`config.mk`:
```
export PLATFORM = sky130hd
export DESIGN_NAME = uart_tx_mmio
export DESIGN_NICKNAME = d
export VERILOG_FILES = /design/src/rtl/uart_tx_mmio.sv
export SDC_FILE = /design/constraint.sdc
export NUM_CORES = 1
export LEC_CHECK = 0
export BUFFER_PORTS_ARGS = -buffer_cell sky130_fd_sc_hd__buf_2
export CORE_UTILIZATION = 49
export DETAILED_ROUTE_END_ITERATION = 6
export PLACE_DENSITY = 0.68
export SLEW_MARGIN = 20
export SYNTH_ARGS = -nofsm -noshare
export SYNTH_HDL_FRONTEND = slang
export SYNTH_SLANG_ARGS = --single-unit
```
`constraint.sdc`:
```
create_clock -name clk -period 3.31 [get_ports clk]
set_input_delay 0.1655 -clock clk [delete_from_list [all_inputs] [get_ports clk]]
set_output_delay 0.1655 -clock clk [all_outputs]
set_load 0.005 [all_outputs]
```
`src/rtl/uart_tx_mmio.sv`:
```
// uart_tx_mmio: memory-mapped 8N1 UART transmitter with a TX FIFO and polled status.
// Optional even-parity bit is built when UART_TX_PARITY_EN is defined.
module uart_tx_mmio #(
    parameter int CLK_DIV_DEFAULT = 234,
    parameter int FIFO_DEPTH      = 16
) (
    input  logic        clk,
    input  logic        resetn,
    input  logic [31:0] data_addr,
    input  logic        ren,
    input  logic        wen,
    input  logic [31:0] data_in,
    output logic [31:0] data_out,
    output logic        tx,
    output logic        tx_busy
);
    localparam int AW = $clog2(FIFO_DEPTH);
    localparam int CW = AW + 1;
`ifdef UART_TX_PARITY_EN
    localparam logic PAR_EN = 1'b1;
`else
    localparam logic PAR_EN = 1'b0;
`endif

    typedef enum logic [2:0] {IDLE, START, DATA, PARITY, STOP} state_t;

    logic [7:0]    mem [FIFO_DEPTH];
    logic [AW-1:0] wr_ptr, rd_ptr;
    logic [CW-1:0] count;
    logic          overflow;
    logic [15:0]   baud_div;
    state_t        state;
    logic [7:0]    shreg;
    logic [2:0]    bit_idx;
    logic [15:0]   timer, div_q;
    logic [1:0]    sel;
    logic          full, empty, push_req, push, pop, tick;
    logic [31:0]   status;
    logic          unused_bits;

    assign sel      = data_addr[3:2];
    assign full     = count == CW'(FIFO_DEPTH);
    assign empty    = count == '0;
    assign push_req = wen && sel == 2'd0;
    assign push     = push_req && !full;
    assign tick     = timer == 16'd0;
    assign pop      = !empty && (state == IDLE || (state == STOP && tick));
    assign tx_busy  = !empty || state != IDLE;
    assign status   = {16'b0, 8'(count), 3'b0, PAR_EN, overflow, empty, full, tx_busy};
    assign data_out = sel == 2'd1 ? status : sel == 2'd2 ? {16'b0, baud_div} : 32'b0;
    assign unused_bits = ^{ren, data_addr[31:4], data_addr[1:0], data_in[31:16]};

    // FIFO storage: no reset needed, validity is tracked by count
    always_ff @(posedge clk) begin
        if (push) mem[wr_ptr] <= data_in[7:0];
    end

    // FIFO pointers, occupancy, sticky overflow and the baud divisor register
    always_ff @(posedge clk) begin
        if (!resetn) begin
            wr_ptr   <= '0;
            rd_ptr   <= '0;
            count    <= '0;
            overflow <= 1'b0;
            baud_div <= 16'(CLK_DIV_DEFAULT);
        end else begin
            if (push) wr_ptr <= wr_ptr + AW'(1);
            if (pop) rd_ptr <= rd_ptr + AW'(1);
            count <= count + CW'(push) - CW'(pop);
            if (push_req && full) overflow <= 1'b1;
            else if (wen && sel == 2'd1 && data_in[3]) overflow <= 1'b0;
            if (wen && sel == 2'd2) baud_div <= data_in[15:0] < 16'd2 ? 16'd2 : data_in[15:0];
        end
    end

    // Shifter FSM; the divisor is latched per frame so mid-frame writes wait for the next one
    always_ff @(posedge clk) begin
        if (!resetn) begin
            state   <= IDLE;
            tx      <= 1'b1;
            shreg   <= '0;
            bit_idx <= '0;
            timer   <= '0;
            div_q   <= '0;
        end else begin
            if (state != IDLE && !tick) timer <= timer - 16'd1;
            case (state)
                IDLE, STOP: if (state == IDLE || tick) begin
                    if (pop) begin
                        state <= START;
                        tx    <= 1'b0;
                        shreg <= mem[rd_ptr];
                        div_q <= baud_div;
                        timer <= baud_div - 16'd1;
                    end else begin
                        state <= IDLE;
                        tx    <= 1'b1;
                    end
                end
                START: if (tick) begin
                    state   <= DATA;
                    tx      <= shreg[0];
                    bit_idx <= '0;
                    timer   <= div_q - 16'd1;
                end
                DATA: if (tick) begin
                    timer   <= div_q - 16'd1;
                    bit_idx <= bit_idx + 3'd1;
                    if (bit_idx == 3'd7) begin
`ifdef UART_TX_PARITY_EN
                        state <= PARITY;
                        tx    <= ^shreg;
`else
                        state <= STOP;
                        tx    <= 1'b1;
`endif
                    end else begin
                        tx <= shreg[bit_idx + 3'd1];
                    end
                end
                PARITY: if (tick) begin
                    state <= STOP;
                    tx    <= 1'b1;
                    timer <= div_q - 16'd1;
                end
                default: state <= IDLE;
            endcase
        end
    end
endmodule
```
; Word-level counts from Yosys, hierarchy flattened
; Memory sizes are Yosys's and may differ from the RTL's. A register that Yosys moved wholly into a read port is not among the register bits.
; Cells that the tools add are included.
[op_classes]
reduce_logical = 30
n_eq_ne = 13
n_lt_le_gt_ge = 2
mux = 31
n_addsub = 8
[ops]
columns = cell, count
row1 = 2-to-1 mux 16 bit, 7
row2 = subtractor 16 x 1 -> 16 bit (second input constant), 3
row3 = case mux 16 bit (2 select lines), 1
row4 = 2-to-1 mux 3 bit, 7
row5 = zero test 16 bit, 1
row6 = < comparator 16 x 2 -> 1 bit (second input constant), 1
row7 = 2-to-1 mux 1 bit, 12
row8 = case mux 3 bit (4 select lines), 1
row9 = inequality test 2 bit (second input constant), 5
row10 = AND reduction 5 bit, 2
row11 = logical AND 1 bit, 9
row12 = adder 4 x 1 -> 4 bit (second input constant), 2
row13 = equality test 3 x 2 -> 1 bit (second input constant), 2
row14 = equality test 3 bit (second input constant), 2
row15 = case mux 3 bit (2 select lines), 1
row16 = AND reduction 3 bit, 2
row17 = adder 5 x 1 -> 5 bit, 1
row18 = equality test 5 bit (second input constant), 1
row19 = zero test 5 bit, 1
row20 = subtractor 5 x 1 -> 5 bit, 1
row21 = zero test 1 bit, 4
row22 = < comparator 3 x 4 -> 1 bit (second input constant), 1
row23 = case mux 1 bit (4 select lines), 1
row24 = nonzero test 2 bit, 2
row25 = other kinds (12), 14
[word_totals]
output_inout_bits = 34
regBits = 69
mem_bits_rw = 128
memories = 1
[mem_list]
columns = memory, words, word_bits, read_ports, rd_ports_with_merged_regs, write_ports, line_no
row1 = mem, 16, 8, 1, 1, 1, 27  ; logic [7:0] mem [FIFO_DEPTH];

; Depth between registers and ports, before layout
[depth]
depth_word = 7
mapped_depth = 16
mapped_depth_nobuf = 15

; Worst setup path after synthesis
; No wires, ideal clock.
[synth_path]
path_kind = register -> register
from = register count[3]
to = register count[4]
path_stages_with_launch = 16
slack_ps = 139
period_less_slack_ps = 3171
n_path_buf = 1
setup_time_ps = 70
required_time_ps = 3240
arrival_ps = 3101
path_cell_list = dfxtp_1 > inv_1 > ha_1 > nor4b_2 > nor2_1 > nand2_1 > clkinv_1 > buf_2 > ha_1 > inv_1 > ha_1 > fa_1 > a21oi_1 > nor2_1 > or3_1 > a21oi_1
[synth_between]
elab_chain_cells = 5
elab_cells_between_ends = 8
cone_classes = 2 x add/sub / 1 x eq/ne / 5 x reduce/logical
[synth_lines]
columns = item, line_no
row1 = from (decl), 29  ; logic [CW-1:0] count;
row2 = from (signal assigned), 69  ; count <= count + CW'(push) - CW'(pop);
row3 = equality test 5 bit, 42  ; assign full = count == CW'(FIFO_DEPTH);
row4 = zero test 1 bit, 45  ; assign push = push_req && !full;
row5 = logical AND 1 bit, 45
row6 = adder 5 x 1 -> 5 bit, 69
row7 = subtractor 5 x 1 -> 5 bit *, 69
; Mark *: on every way between the ends. The rest lies on a longest branch, timed or not.
; A chain may end at the register's enable or synchronous reset.

; Final worst setup path
[layout_path]
from = register timer[0]
to = register count[4]
[layout_between]
elab_chain_cells = 5
[layout_lines]
columns = item, line_no
row1 = from (decl), 35  ; logic [15:0] timer, div_q;
row2 = from (signal assigned), 86  ; if (state != IDLE && !tick) timer <= timer - 16'd1;
row3 = from (signal assigned), 94  ; timer <= baud_div - 16'd1;
row4 = from (signal assigned), 104  ; timer <= div_q - 16'd1;
row5 = zero test 16 bit, 46  ; assign tick = timer == 16'd0;
row6 = logical AND 1 bit, 47  ; assign pop = !empty && (state == IDLE || (state == STOP && tick));
row7 = logical OR 1 bit, 47
row8 = logical AND 1 bit, 47
row9 = subtractor 5 x 1 -> 5 bit, 69
; Every way passes these cells.

==> results_dict.tcl <==
set metrics [dict create \
    cpMaxStageDelayCell "dfxtp_1" \
    start_util_pct 50.79 \
    synth.distinct_cells 71 \
    power-per-cell-area_mw_per_mm2 776.7 \
    cts_tree "built" \
    die_y_um 142.2 \
    worstSetupStartpointType "flip-flop" \
    fin_tns_setup_ps 0 \
    ir_drop_mv 0.5218 \
    syn_area_per_cell_um2 11.81 \
    drv_cap 0 \
    fin_skew_ps 17.24 \
    final_util_pct 57.64 \
    drtIter0Drc 625 \
    cp_data_arrival_time_ps 3500 \
    period_share_pct 92.79 \
    hold_viol 0 \
    fmax_ghz 0.3256 \
    seq_area_mm2 0.005386 \
    boundaryPins 102 \
    drc 0 \
    synth_area_leader_cell "edfxtp_1" \
    crit_required_ps 3740 \
    cts.path.max_buffers 3 \
    grt_start_max_net_pins 51 \
    coreArea_mm2 0.01896 \
    status "finished, final reports clean" \
    rsz0062_at_grt "false" \
    yosysSeqAreaShare_pct 55.93 \
    setup_violations 0 \
    dpl.cell_count 1100 \
    synth_area_leaders "edfxtp_1 (40%), dfxtp_1 (16%), mux4_2 (9.8%)" \
    via_per_inst 5.668 \
    netlist.area_leader.share_pct 39.92 \
    crit_path_end_kind "flip-flop" \
    fill_cells 1555 \
    ys_seq_elements 205 \
    report.final.slew_viol_count 0 \
    grt_use_total_pct 22.92 \
    synthFlopType "edfxtp_1" \
    crit_top_cell "ha_1" \
    dr_total_vias 6513 \
    min_path_type "in2reg" \
    gp_congestion 0.8940 \
    finalCriticalPeriod_ps 3071 \
    slowest_delay_ps 410 \
    clock_tree.root_cell "clkbuf_16" \
    tightest_slew_ps 837.8 \
    synthArstFlopShare_pct 0 \
    h-tree-depth 1 \
    pre_cts_ws_ps 242.6 \
    ant_nets 0 \
    die_area_mm2 0.02021 \
    grt_pass1_vias 6177 \
    crit_chain "inv_1 > ha_1 > nor3b_2 > nand2_1 > o21ai_2 > nand2_1 > clkinv_1 > ha_1 > inv_1 > ha_1 > fa_1 > a21oi_1 > nor2_1 > or3_1 > a21oi_1" \
    clk_latency_ps 520 \
    nNetsFinal 957 \
    cellLeakagePower_uw 0.003877 \
    detail_route.first_pass.iterations 5 \
    holdWs_ps 30.06 \
    rrSetupSlack_ps 240 \
    clk_pin_slew_worst_paths_ps 60 \
    cts_made_buffers 22 \
    antenna_found_initial 1 \
    max_slew_margin_pct 43.94 \
    path_class "reg2reg" \
    synth_commonest_cells "edfxtp_1 (128), nand2_1 (124), dfxtp_1 (77)" \
    cp_top_family "adder cells" \
    wl_um 22330 \
    crit_fanout 5 \
    fin_cells 1149 \
    grt-ovfl-total 0 \
    placementRows 50 \
    syn-cell-area_mm2 0.009628 \
    setup_ws_ps 238.7 \
    clock-sinks 205 \
    grt_pass1_wl_um 34970 \
    crit_buf_inv 3 \
    io_buffers 38 \
    dp_hpwl_um 14640 \
    multi_input_area_mm2 0.003909 \
    wl_per_cell_um 19.43 \
    yosysWarnings 0 \
    yosysMostFrequentCell "edfxtp_1" \
    postSynthCellCount 815 \
    die_width_um 142.2 \
    syn_to_final_growth_pct 13.49 \
    drive_above_1_share_pct 19.37 \
    post_cts_buffers 0 \
    synth_edf_count 128 \
]
==> flip-flops by register name (all words and copies together), names as in the netlist, 3 cells and up <==
signal / count
baud_div: 16
shreg: 8
wr_ptr: 4
timer: 16
state: 3
bit_idx: 3
rd_ptr: 4
count: 5
mem: 128
div_q: 16
==> final timing paths <==
check | startpoint | endpoint | depth (start not counted)
worst max-delay path | timer[0] | count[4] | 15
worst min register to register | shreg[3] | shreg[3] | 2
worst max register to register | timer[0] | count[4] | 15
worst min-delay path | data_addr[2] | overflow | 4
==> layer usage <==
layer | wire length, µm | share of wire (%) | GRT usage, %
met2 | 10740 | 48 | 36.95
met1 | 9875 | 44 | 32.39
met5 | 0 | 0 | 0
met3 | 1320 | 5.9 | 3.600
met4 | 395 | 1.8 | 6.055
==> cell usage in the layout, fill, tap and decap left out, drive strengths merged, types with 17 or more instances in the layout <==
cell type  netlist  layout
dfxtp           77      77
xor2            25      25
o21ai           18      18
xnor2           17      17
buf             29      71
nor2            58      58
nand3           24      24
edfxtp         128     128
nand2          124     124
clkbuf          32      32
mux4            42      42
nor3            18      18
a21oi           53      53
==> where the power goes <==
part	internal [µW]	switching [µW]
sequential	2940	237
clock	1400	992
combinational	1240	1670
==> what timing repair did <==
| item | 4_1_cts | 5_1_grt |
|---|---|---|
| hold buffers | 8 | 0 |
| hold endpoints to repair | 8 | 0 |
| setup endpoints to repair | 0 | 1 |
| gates resized for setup | 0 | 2 |
==> tightest hold or removal path: stages <==
cell	delay, ps
buf_2	110
nor2_1	50
a21oi_1	110
nor2_1	50
==> cell families after synthesis <==
logic type / after synthesis / synth area share [%]
other cells: 1 / 0.03895
flops: 205 / 55.93
buf+inv: 79 / 4.146
simple gates: 299 / 15.10
compound gates: 123 / 8.096
mux: 49 / 10.58
fa+ha+maj: 17 / 2.287
xor+xnor: 42 / 3.821
==> through the flow <==
step	cell area (µm²)	total power [µW]
after detailed placement	10130	6088
after global routing	10920	8948
final	10930	8486
after CTS	10920	8500
after floorplan	9684	5300
after global placement	10130	6052
==> cell type report <==
class / instances / share of cell area, %
sequential: 205 / 49.30
tap: 260 / 2.977
clock inverter: 8 / 0.6756
inverter: 18 / 0.6183
clock buffer: 32 / 5.783
multi-input combinational: 546 / 35.77
timing repair buffer: 79 / 4.855
antenna: 1 / 0.02290
(Power assumes the default switching activity.)
